File: config.mk
export PLATFORM = sky130hd
export DESIGN_NAME = dpram_burst_reader
export DESIGN_NICKNAME = d
export VERILOG_FILES = /design/src/rtl/dpram_rd_pkg.sv /design/src/rtl/dpram_rd_skid.sv /design/src/rtl/dpram_burst_reader.sv
export SDC_FILE = /design/constraint.sdc
export NUM_CORES = 1
export LEC_CHECK = 0
export CAP_MARGIN = 0
export CORE_MARGIN = 2
export CORE_UTILIZATION = 49
export CTS_CLUSTER_SIZE = 14
export DETAILED_ROUTE_END_ITERATION = 8
export GPL_ROUTABILITY_DRIVEN = 0
export PLACE_DENSITY = 0.79
export SYNTH_ARGS = -nofsm -noshare
export SYNTH_HDL_FRONTEND = slang
export SYNTH_SLANG_ARGS = --single-unit
File: constraint.sdc
create_clock -name clk -period 2.45 [get_ports clk]
set_input_delay 0.6125 -clock clk [delete_from_list [all_inputs] [get_ports clk]]
set_output_delay 0.6125 -clock clk [all_outputs]
set_load 0.005 [all_outputs]
File: src/rtl/dpram_rd_pkg.sv
// Shared types and helpers for the dual-port RAM burst reader.
// The state enum and the word-count helpers used by the top level live here.
package dpram_rd_pkg;

    typedef enum logic [1:0] {
        IDLE  = 2'd0,
        ISSUE = 2'd1,
        DRAIN = 2'd2,
        DONE  = 2'd3
    } rd_state_e;

    // Number of words addressable with addr_w address bits.
    function automatic int depth(input int addr_w);
        return int'(32'd1 << addr_w);
    endfunction

    // Bursts longer than the RAM are clamped to one full pass over it.
    function automatic int clamp_len(input int len, input int addr_w);
        if (len > depth(addr_w)) begin
            return depth(addr_w);
        end else begin
            return len;
        end
    endfunction

endpackage

File: src/rtl/dpram_rd_skid.sv
// Two-entry valid/ready output buffer carrying {last, data}.
// The head entry drives the stream directly from flops, so the output data
// and last marker stay put while the consumer stalls. The occupancy count
// lets the read sequencer throttle RAM reads so nothing can overflow.
module dpram_rd_skid #(
    parameter int DATA_W = 8
) (
    input  logic              clk,
    input  logic              rst,
    input  logic              flush_i,
    input  logic              in_valid_i,
    input  logic              in_last_i,
    input  logic [DATA_W-1:0] in_data_i,
    output logic              out_valid_o,
    output logic              out_last_o,
    output logic [DATA_W-1:0] out_data_o,
    input  logic              out_ready_i,
    output logic [1:0]        occupancy_o
);

    logic              hd_v_q, hd_v_d;
    logic              hd_l_q, hd_l_d;
    logic [DATA_W-1:0] hd_d_q, hd_d_d;
    logic              sk_v_q, sk_v_d;
    logic              sk_l_q, sk_l_d;
    logic [DATA_W-1:0] sk_d_q, sk_d_d;
    logic              pop_s;

    assign pop_s       = hd_v_q & out_ready_i;
    assign out_valid_o = hd_v_q;
    assign out_last_o  = hd_l_q;
    assign out_data_o  = hd_d_q;
    assign occupancy_o = {1'b0, hd_v_q} + {1'b0, sk_v_q};

    // Next-state of both entries: push fills the first free slot, pop shifts the spare forward.
    always_comb begin
        hd_v_d = hd_v_q;
        hd_l_d = hd_l_q;
        hd_d_d = hd_d_q;
        sk_v_d = sk_v_q;
        sk_l_d = sk_l_q;
        sk_d_d = sk_d_q;
        if (flush_i) begin
            hd_v_d = 1'b0;
            sk_v_d = 1'b0;
        end else if (!hd_v_q) begin
            if (in_valid_i) begin
                hd_v_d = 1'b1;
                hd_l_d = in_last_i;
                hd_d_d = in_data_i;
            end else begin
                hd_v_d = 1'b0;
            end
        end else if (!sk_v_q) begin
            if (pop_s && in_valid_i) begin
                hd_l_d = in_last_i;
                hd_d_d = in_data_i;
            end else if (pop_s) begin
                hd_v_d = 1'b0;
            end else if (in_valid_i) begin
                sk_v_d = 1'b1;
                sk_l_d = in_last_i;
                sk_d_d = in_data_i;
            end else begin
                sk_v_d = 1'b0;
            end
        end else begin
            if (pop_s) begin
                hd_l_d = sk_l_q;
                hd_d_d = sk_d_q;
                if (in_valid_i) begin
                    sk_l_d = in_last_i;
                    sk_d_d = in_data_i;
                end else begin
                    sk_v_d = 1'b0;
                end
            end else begin
                // Full and stalled: the sequencer never pushes in this case.
                sk_v_d = 1'b1;
            end
        end
    end

    // Buffer registers with synchronous reset clearing both entries and the output data.
    always_ff @(posedge clk) begin
        if (rst) begin
            hd_v_q <= 1'b0;
            hd_l_q <= 1'b0;
            hd_d_q <= {DATA_W{1'b0}};
            sk_v_q <= 1'b0;
            sk_l_q <= 1'b0;
            sk_d_q <= {DATA_W{1'b0}};
        end else begin
            hd_v_q <= hd_v_d;
            hd_l_q <= hd_l_d;
            hd_d_q <= hd_d_d;
            sk_v_q <= sk_v_d;
            sk_l_q <= sk_l_d;
            sk_d_q <= sk_d_d;
        end
    end

endmodule

File: src/rtl/dpram_burst_reader.sv
// Read-side burst sequencer for a dual-port RAM with one-cycle read latency.
// On start it reads len words from base_addr upward (wrapping modulo the RAM
// depth) and presents them as a valid/ready stream with a last marker.
// Optional feature: define DPRAM_RD_ABORT_EN to add an abort input that
// cancels a running burst, flushes buffered data and still pulses done.
module dpram_burst_reader
    import dpram_rd_pkg::*;
#(
    parameter int ADDR_W = 2,
    parameter int DATA_W = 8
) (
    input  logic              clk,
    input  logic              rst,
    input  logic              start,
`ifdef DPRAM_RD_ABORT_EN
    input  logic              abort,
`endif
    input  logic [ADDR_W-1:0] base_addr,
    input  logic [ADDR_W:0]   len,
    output logic              busy,
    output logic              done,
    output logic              mem_r_en,
    output logic [ADDR_W-1:0] mem_addr,
    input  logic [DATA_W-1:0] mem_rdata,
    output logic [DATA_W-1:0] m_data,
    output logic              m_valid,
    output logic              m_last,
    input  logic              m_ready
);

    localparam int LEN_W = ADDR_W + 1;

    rd_state_e         state_q, state_d;
    logic [ADDR_W-1:0] addr_q, addr_d;
    logic [LEN_W-1:0]  rem_q, rem_d;
    logic              infl_q, infl_d;
    logic              infl_last_q, infl_last_d;

    logic [1:0]        occ_s;
    logic              pop_s;
    logic              busy_s;
    logic              abort_hit_s;
    logic              start_ok_s;
    logic              rd_room_s;
    logic              rd_issue_s;
    logic              final_rd_s;

    assign busy_s     = (state_q == ISSUE) || (state_q == DRAIN);
    assign start_ok_s = start && ((state_q == IDLE) || (state_q == DONE));
    assign pop_s      = m_valid && m_ready;

`ifdef DPRAM_RD_ABORT_EN
    assign abort_hit_s = abort && busy_s;
`else
    assign abort_hit_s = 1'b0;
`endif

    // Read throttle: buffered + in-flight words, less this cycle's pop, must stay below two.
    always_comb begin
        rd_room_s  = ({1'b0, occ_s} + {2'b00, infl_q}) < (3'd2 + {2'b00, pop_s});
        rd_issue_s = 1'b0;
        if ((state_q == ISSUE) && rd_room_s && !abort_hit_s) begin
            rd_issue_s = 1'b1;
        end else begin
            rd_issue_s = 1'b0;
        end
        final_rd_s = rd_issue_s && (rem_q == LEN_W'(1));
    end

    // FSM state register.
    always_ff @(posedge clk) begin
        if (rst) begin
            state_q <= IDLE;
        end else begin
            state_q <= state_d;
        end
    end

    // FSM next-state logic.
    always_comb begin
        state_d = state_q;
        case (state_q)
            IDLE, DONE: begin
                if (start) begin
                    state_d = (len == LEN_W'(0)) ? DONE : ISSUE;
                end else begin
                    state_d = IDLE;
                end
            end
            ISSUE: begin
                if (abort_hit_s) begin
                    state_d = DONE;
                end else if (final_rd_s) begin
                    state_d = DRAIN;
                end else begin
                    state_d = ISSUE;
                end
            end
            DRAIN: begin
                if (abort_hit_s) begin
                    state_d = DONE;
                end else if (pop_s && m_last) begin
                    state_d = DONE;
                end else begin
                    state_d = DRAIN;
                end
            end
            default: begin
                state_d = IDLE;
            end
        endcase
    end

    // FSM outputs: status flags and the RAM read port.
    always_comb begin
        busy     = busy_s;
        done     = (state_q == DONE);
        mem_r_en = rd_issue_s;
        mem_addr = addr_q;
    end

    // Address/remaining counters and in-flight tracking for the one-cycle RAM latency.
    always_comb begin
        addr_d      = addr_q;
        rem_d       = rem_q;
        infl_d      = rd_issue_s;
        infl_last_d = final_rd_s;
        if (start_ok_s) begin
            addr_d = base_addr;
            rem_d  = LEN_W'(clamp_len(int'(len), ADDR_W));
        end else if (rd_issue_s) begin
            addr_d = addr_q + ADDR_W'(1);
            rem_d  = rem_q - LEN_W'(1);
        end else begin
            addr_d = addr_q;
            rem_d  = rem_q;
        end
    end

    // Counter and in-flight registers.
    always_ff @(posedge clk) begin
        if (rst) begin
            addr_q      <= {ADDR_W{1'b0}};
            rem_q       <= {LEN_W{1'b0}};
            infl_q      <= 1'b0;
            infl_last_q <= 1'b0;
        end else begin
            addr_q      <= addr_d;
            rem_q       <= rem_d;
            infl_q      <= infl_d;
            infl_last_q <= infl_last_d;
        end
    end

    // An abort drops the word arriving from the RAM and empties the buffer.
    dpram_rd_skid #(
        .DATA_W(DATA_W)
    ) u_skid (
        .clk        (clk),
        .rst        (rst),
        .flush_i    (abort_hit_s),
        .in_valid_i (infl_q && !abort_hit_s),
        .in_last_i  (infl_last_q),
        .in_data_i  (mem_rdata),
        .out_valid_o(m_valid),
        .out_last_o (m_last),
        .out_data_o (m_data),
        .out_ready_i(m_ready),
        .occupancy_o(occ_s)
    );

endmodule
==> out/summary.txt, run 1 <==
==================================================================================================
Slew at the pin closest to its max-slew limit                                             378.6 ps
Warnings, synthesis                                                                              0
Top-Level Pins                                                                                  32
TritonCTS clock tree                                                                         built
DRT met1 WL                                                                                1319 um
Count of standard-cell rows                                                                     19
Fin Clk Skew                                                                              10.72 ps
Fillers                                                                                        234
Depth of the CTS H-tree                                                                          2
Clock transition time at the flip-flop clock pins of the worst setup and hold paths          90 ps
Register cell area after layout                                                        584.3 sq um
Clock sink count                                                                                29
Via count of the first global-routing pass                                                   1,175
Hold buffer count at CTS                                                                         0
Critical Path Slowest Stage Cell                                                      clkdlybuf4s50_1
Via count                                                                                    1,212
Die height                                                                                56.95 um
Leading cell types by total area after synthesis                                      dfxtp_1, mux2i_1, ha_1
Die W                                                                                     56.95 um
DRC violation count after routing                                                                0
Die area                                                                                3243 sq um
Mean instance size in the synthesized netlist                                          8.863 sq um
Leakage dissipation                                                                      0.7635 nW
Global-route wire length before repair                                                     4988 um
Endpoint required time on the critical path                                                1840 ps
Final hold viol count                                                                            0
Initial antenna violation count                                                                  0
Critical Path, Cell by Cell                                                           inv_1 -> ha_1 -> inv_1 -> clkdlybuf4s50_1
Family of cells with the greatest summed delay on the critical path                   buffers and inverters
Largest area contributor in the synthesized netlist                                        dfxtp_1
Top routing layer in use                                                                      met4
Number of DRC markers after the initial detailed-route iteration                                43
Diodes inserted                                                                                  0
Start-to-end type of the worst setup path                                               reg -> out
Clock period minus worst slack                                                             2305 ps
Skew-Pair Late Insertion Delay                                                              320 ps
Signal arrival time at the worst endpoint                                                  1690 ps
Aggregate global-route resource usage                                                       19.91%
Outcome                                                                               finished, final reports clean
Max Buffers Root-to-Sink                                                                         2
WL met3                                                                                     123 um
Largest net degree at the start of global routing                                               30
Hold slack                                                                                499.4 ps
Setup-failing EPs final                                                                          0
Worst min-delay path class                                                              reg -> reg
Setup TNS after final layout                                                                  0 ps
Maximum Capacitance Violations                                                                   0
Number of iterations in the first detailed-routing pass                                          4
Flip-flop and latch count after synthesis                                                       29
Top fanout value on the critical path                                                            5
Port Buf Inserts                                                                                31
CP endpoint kind                                                                      primary output
Net total in the final layout                                                                  221
Cell with the most instances on the worst path                                               inv_1
Detailed Route WL                                                                          2830 um
Total placed instance area                                                              1772 sq um
Congestion Overflow GR                                                                           0
Post-Syn Instances                                                                             155
Post-synthesis sequential area ratio                                                        42.26%
Category of the worst setup path launch point                                            flip-flop
Fmax                                                                                     433.8 MHz
Total standard cell area after synthesis                                                1374 sq um
Normalized max-slew margin                                                                  74.53%
Area share of the leading cell type in the synthesized netlist                              42.26%
Power density normalized to cell area                                                 573.5 nW/um^2
Core region area                                                                        2710 sq um
Area of the multi-input gates                                                          698.2 sq um
Initial core utilization                                                                    50.69%
Critical Path Max Stage Delay                                                               490 ps
Cell area after layout                                                                  1828 sq um
Antenna Nets Post-Route                                                                          0
Vias per Instance                                                                            5.339
Setup repair after global routing missed its margin                                          false
Peak supply drop                                                                         0.4891 mV
Synth unique cells                                                                              30
Ratio of final minimum period to clock period                                               94.09%
Max-slew violation count                                                                         0
Wirelength per Cell                                                                       12.47 um
Number of buffers added by the clock tree synthesis step                                         5
Crit path buf inv count                                                                          3
Synthesis-to-layout area growth                                                             33.06%
Synthesized netlist net count                                                                  180
Total length of routed met2 wires                                                          1346 um
DP Wirelength                                                                              2006 um
Share of final-layout standard cells stronger than drive strength 1                         13.78%
Cell at the root of the clock tree                                                        clkbuf_4
==================================================================================================
## power breakdown
group          leakage [nW]  switching, mW  total (mW)  internal, mW
clock                0.0314          0.157       0.292         0.135
combinational         0.494          0.104       0.234         0.130
sequential            0.238         0.0185       0.522         0.504
## final timing paths
check	start	endpoint	slack [ps]	cells past startpoint
hold / removal	u_skid.sk_d_q[2]	u_skid.out_data_o[2]	500	2
setup reg to reg	u_skid.sk_v_q	rem_q[1]	530	8
hold reg to reg	u_skid.sk_d_q[2]	u_skid.out_data_o[2]	500	2
setup / recovery	state_q[0]	busy	140	4
## worst reg2reg max path, stage by stage (launching register included)
cell	delay, ps
dfxtp_2	360
inv_4	50
fa_1	470
a31o_2	260
nand2_2	80
inv_2	40
buf_4	140
a221o_1	320
a21oi_1	130
## logic make-up after synthesis
group	share of synthesized area, %
buffers and inverters	6.920
adder cells (fa/ha/maj)	7.832
flip-flops	42.26
multiplexers	6.558
AO/OA/AOI/OAI	17.30
AND/OR/NAND/NOR	16.58
XOR/XNOR	2.551
## per-layer routing
| metal | GRT usage (%) | vias up |
|---|---|---|
| met2 | 32.18 | 28 |
| met4 | 10.96 | 0 |
| met3 | 4.762 | 5 |
| li1 | - | 623 |
| met5 | 0 | - |
| met1 | 24.43 | 556 |
## registers in the layout (all words and copies together) (netlist names)
signal              flops
state_q                 2
u_skid.out_data_o       8
u_skid.out_valid_o      1
u_skid.sk_l_q           1
mem_addr                2
rem_q                   3
u_skid.sk_v_q           1
infl_last_q             1
u_skid.out_last_o       1
infl_q                  1
u_skid.sk_d_q           8
## cells in the final DEF, fill, tap and decap left out, drive strengths merged
cell type / n
inv: 13
mux2i: 9
fa: 1
a21o: 1
xnor2: 3
o21ai: 3
a31o: 1
ha: 7
a41oi: 1
a31oi: 1
buf: 11
dfxtp: 29
nand2: 18
a221o: 1
o2111ai: 1
a221oi: 1
a21oi: 5
a211oi: 4
clkdlybuf4s50: 30
nand3: 11
clkbuf: 8
nor3: 2
a311oi: 10
nor4: 1
xor2: 1
nor2: 23
## through the flow
step                      cells  power [mW]  utilization (%)  setup slack, ps
final                       227       1.048            67.45            144.7
after global routing        227       1.112            67.45            33.60
after detailed placement    220      0.7682            65.37           -46.86
after CTS                   227       1.058            67.59            33.45
after global placement      220      0.7628            65.37           -55.72
after floorplan             155      0.6527                -            401.3
## Yosys cell counts, drive strengths merged
master	instances
a211oi	4
a21o	1
a21oi	5
a221o	1
a221oi	1
a311oi	10
a31o	1
a31oi	1
a41oi	1
buf	4
clkbuf	4
dfxtp	29
fa	1
ha	7
inv	13
mux2i	9
nand2	18
nand3	11
nor2	23
nor3	2
nor4	1
o2111ai	1
o21ai	3
xnor2	3
xor2	1
## final cells by class
class / count / area share (%)
multi-input cells: 105 / 38.19
well taps: 31 / 2.122
clock buffers: 7 / 3.012
repair buffers: 42 / 21.90
inverters: 13 / 2.806
flip-flops and latches: 29 / 31.96
## repair_timing
action | CTS | global route
buffers inserted | 0 | 0
endpoints found under the hold margin | 0 | 0
pin swaps | 2 | 0
gates resized for setup | 6 | 2
setup endpoints to repair | 1 | 1
gates cloned | 0 | 0
(Power assumes the default switching activity.)
==> run 2, diff against run 1 <==
--- a/config.mk
+++ b/config.mk
@@ -6,12 +6,11 @@
 export NUM_CORES = 1
 export LEC_CHECK = 0
 export CAP_MARGIN = 0
-export CORE_MARGIN = 2
-export CORE_UTILIZATION = 49
+export CORE_UTILIZATION = 52
 export CTS_CLUSTER_SIZE = 14
 export DETAILED_ROUTE_END_ITERATION = 8
 export GPL_ROUTABILITY_DRIVEN = 0
-export PLACE_DENSITY = 0.79
+export PLACE_DENSITY = 0.83
 export SYNTH_ARGS = -nofsm -noshare
 export SYNTH_HDL_FRONTEND = slang
 export SYNTH_SLANG_ARGS = --single-unit
==> constraint.sdc (replaced) <==
create_clock -name clk -period 2.8 [get_ports clk]
set_input_delay 0.7 -clock clk [delete_from_list [all_inputs] [get_ports clk]]
set_output_delay 0.7 -clock clk [all_outputs]
set_load 0.005 [all_outputs]
==> out/summary.txt, run 2 (same netlist as run 1, synthesis figures left out) <==
==================================================================================================
Slew at the pin closest to its max-slew limit                                             470.1 ps   was 378.6 ps
Setup repair after global routing missed its margin                                          false   unchanged
Port Buf Inserts                                                                                31   unchanged
TritonCTS clock tree                                                                         built   unchanged
Number of buffers added by the clock tree synthesis step                                         5   unchanged
Vias per Instance                                                                            5.581   was 5.339
Part of the total power dissipated in combinational logic                                    20.0%   was 22.3%
Switching Power                                                                          0.2465 mW   was 0.2794 mW
Detailed Route WL                                                                          3071 um   was 2830 um
Startpoint of the worst hold path                                                     u_skid.out_data_o[0]   was u_skid.sk_d_q[2]
Busiest layer in global routing                                                               met2   unchanged
Worst min-delay path class                                                              reg -> reg   unchanged
Via count                                                                                    1,267   was 1,212
Tot Pwr                                                                                   1.011 mW   was 1.048 mW
Critical Path Max Stage Delay                                                               470 ps   was 490 ps
Leakage dissipation                                                                      0.7871 nW   was 0.7635 nW
Cell with the most instances on the worst path                                               inv_2   was inv_1
Finished Layout Cells                                                                          227   unchanged
Maximum Capacitance Violations                                                                   0   unchanged
Largest net degree at the start of global routing                                               30   unchanged
Skew-Pair Late Insertion Delay                                                              320 ps   about the same
Most common library cell in the layout ignoring fill and taps                         clkdlybuf4s50_1   unchanged
Synthesis-to-layout area growth                                                             34.52%   was 33.06%
Die W                                                                                     53.40 um   was 56.95 um
Total placed instance area                                                              1735 sq um   was 1772 sq um
Max-slew violation count                                                                         0   unchanged
Setup-failing EPs final                                                                          0   unchanged
GR Util met1                                                                                25.26%   was 24.43%
Setup TNS after final layout                                                                  0 ps   unchanged
Count of standard-cell rows                                                                     18   was 19
Initial core utilization                                                                    55.45%   was 50.69%
Diodes inserted                                                                                  0   unchanged
Hold slack                                                                                503.0 ps   was 499.4 ps
Fraction of power spent switching nets                                                      24.39%   was 26.65%
Critical path launch point                                                            u_skid.out_valid_o   was state_q[0]
Wirelength per Cell                                                                       13.53 um   was 12.47 um
Signal arrival time at the worst endpoint                                                  1740 ps   was 1690 ps
Placed cell count                                                                              216   was 220
Aggregate global-route resource usage                                                       23.39%   was 19.91%
GR Layer Usage met3                                                                         8.621%   was 4.762%
Number of DRC markers after the initial detailed-route iteration                                29   was 43
Fin Clk Skew                                                                              10.83 ps   was 10.72 ps
Depth of the CTS H-tree                                                                          2   unchanged
Worst reg2reg path startpoint                                                         u_skid.out_valid_o   was u_skid.sk_v_q
Initial antenna violation count                                                                  0   unchanged
Normalized max-slew margin                                                                  68.66%   was 74.53%
Leading cell types in the layout, fill and taps excluded                              clkdlybuf4s50_1, dfxtp_1, nor2_1, nand2_1   unchanged
Critical Path, Cell by Cell                                                           inv_2 -> fa_1 -> a31o_2 -> nand2_2 -> inv_2 -> dlymetal6s2s_1   was inv_1 -> ha_1 -> inv_1 -> clkdlybuf4s50_1
Clock transition time at the flip-flop clock pins of the worst setup and hold paths          80 ps   was 90 ps
Share of final-layout standard cells stronger than drive strength 1                         13.71%   was 13.78%
Category of the worst setup path launch point                                            flip-flop   unchanged
Hold buffer count at CTS                                                                         0   unchanged
Global-route wire length before repair                                                     4698 um   was 4988 um
Power density normalized to cell area                                                 546.8 nW/um^2   was 573.5 nW/um^2
Endpoint required time on the critical path                                                2100 ps   was 1840 ps
CP endpoint kind                                                                      primary output   unchanged
Number of iterations in the first detailed-routing pass                                          4   unchanged
Power Internal                                                                           0.7640 mW   was 0.7690 mW
Top fanout value on the critical path                                                            4   was 5
Cell area after layout                                                                  1848 sq um   was 1828 sq um
Clock period minus worst slack                                                             2441 ps
Outcome                                                                               finished, final reports clean   unchanged
Antenna Nets Post-Route                                                                          0   unchanged
Die area                                                                                2852 sq um   was 3243 sq um
Register share of total power                                                                45.3%   was 49.8%
Net total in the final layout                                                                  221   unchanged
Core region area                                                                        2477 sq um   was 2710 sq um
Start-to-end type of the worst setup path                                               reg -> out   unchanged
Congestion Overflow GR                                                                           0   unchanged
Max Buffers Root-to-Sink                                                                         2   unchanged
Global Route met2 Usage                                                                     41.67%   was 32.18%
DP Wirelength                                                                              2107 um   was 2006 um
Fmax                                                                                     409.6 MHz
Ratio of final minimum period to clock period                                               87.19%
Critical Path Slowest Stage Cell                                                              fa_1   was clkdlybuf4s50_1
R2R setup slack                                                                             800 ps   was 530 ps
Via count of the first global-routing pass                                                   1,115   was 1,175
Peak supply drop                                                                         0.4930 mV   was 0.4891 mV
Fillers                                                                                        165   was 234
Clock share of power                                                                         34.7%   was 27.9%
Clock sink count                                                                                29   unchanged
Top-Level Pins                                                                                  32   unchanged
DRC violation count after routing                                                                0   unchanged
Die height                                                                                53.40 um   was 56.95 um
Cell at the root of the clock tree                                                        clkbuf_4   unchanged
Final hold viol count                                                                            0   unchanged
==================================================================================================
## run 2: changes by cell type in the layout (fill, tap and decap cells not counted)
cell	delta
clkbuf_2	-1
buf_12	-1
buf_4	+1
inv_4	-1
inv_2	+2
dfxtp_2	-1
bufinv_16	+1
inv_1	-1
dfxtp_1	+1
dlymetal6s2s_1	+1
## run 2: layout make-up
cell class	instances	area (sq um)	share of cell area [%]
Sequential cell	29	583.1	31.55
Clock inverter	1	30.03	1.625
Tap cell	30	37.54	2.031
Inverter	13	48.80	2.640
Clock buffer	7	55.05	2.979
Timing Repair Buffer	42	395.4	21.39
Multi-Input combinational cell	105	698.2	37.78
## run 2: per-stage QoR
stage          setup slack, ps  utilization, %
6_report                 358.5           74.60
5_1_grt                  276.5           74.60
3_3_place_gp             93.45           70.05
3_5_place_dp             81.71           70.05
4_1_cts                0.04685           73.89
2_1_floorplan            663.8               -
## run 2: routing by layer
layer	wire length (um)	vias to the layer above
met3	177	4
met2	1595	43
met5	0	-
met4	27	0
met1	1270	597
li1	-	623
## run 2: repair_timing
action / in CTS / in global routing
endpoints found under the setup margin: 1 / 1
endpoints found under the hold margin: 0 / 0
gates resized for setup: 2 / 3
setup buffers: 1 / 2
cloned: 0 / 0
pin swaps: 1 / 1
## run 2: power groups by stage
stage | clock [mW] | sequential (mW) | combinational [mW]
6_report | 0.351 | 0.458 | 0.202
5_1_grt | 0.377 | 0.461 | 0.223
4_1_cts | 0.359 | 0.458 | 0.201
3_5_place_dp | 0 | 0.467 | 0.197
3_3_place_gp | 0 | 0.466 | 0.191
2_1_floorplan | 0 | 0.467 | 0.104
## run 2: worst paths after layout
path / endpoint / cells after the start
setup / recovery: mem_r_en / 6
setup reg to reg: u_skid.out_data_o[7] / 8
hold / removal: u_skid.out_data_o[0] / 2
hold reg to reg: u_skid.out_data_o[0] / 2
## run 2: critical path, delay by kind of cell, from the launching register on
family	cells	cell delay, ps
buffers and inverters	3	230
and+or+nand+nor	1	100
AOI/OAI and AO/OA	1	280
adders and majority gates	1	470
DFF	1	350
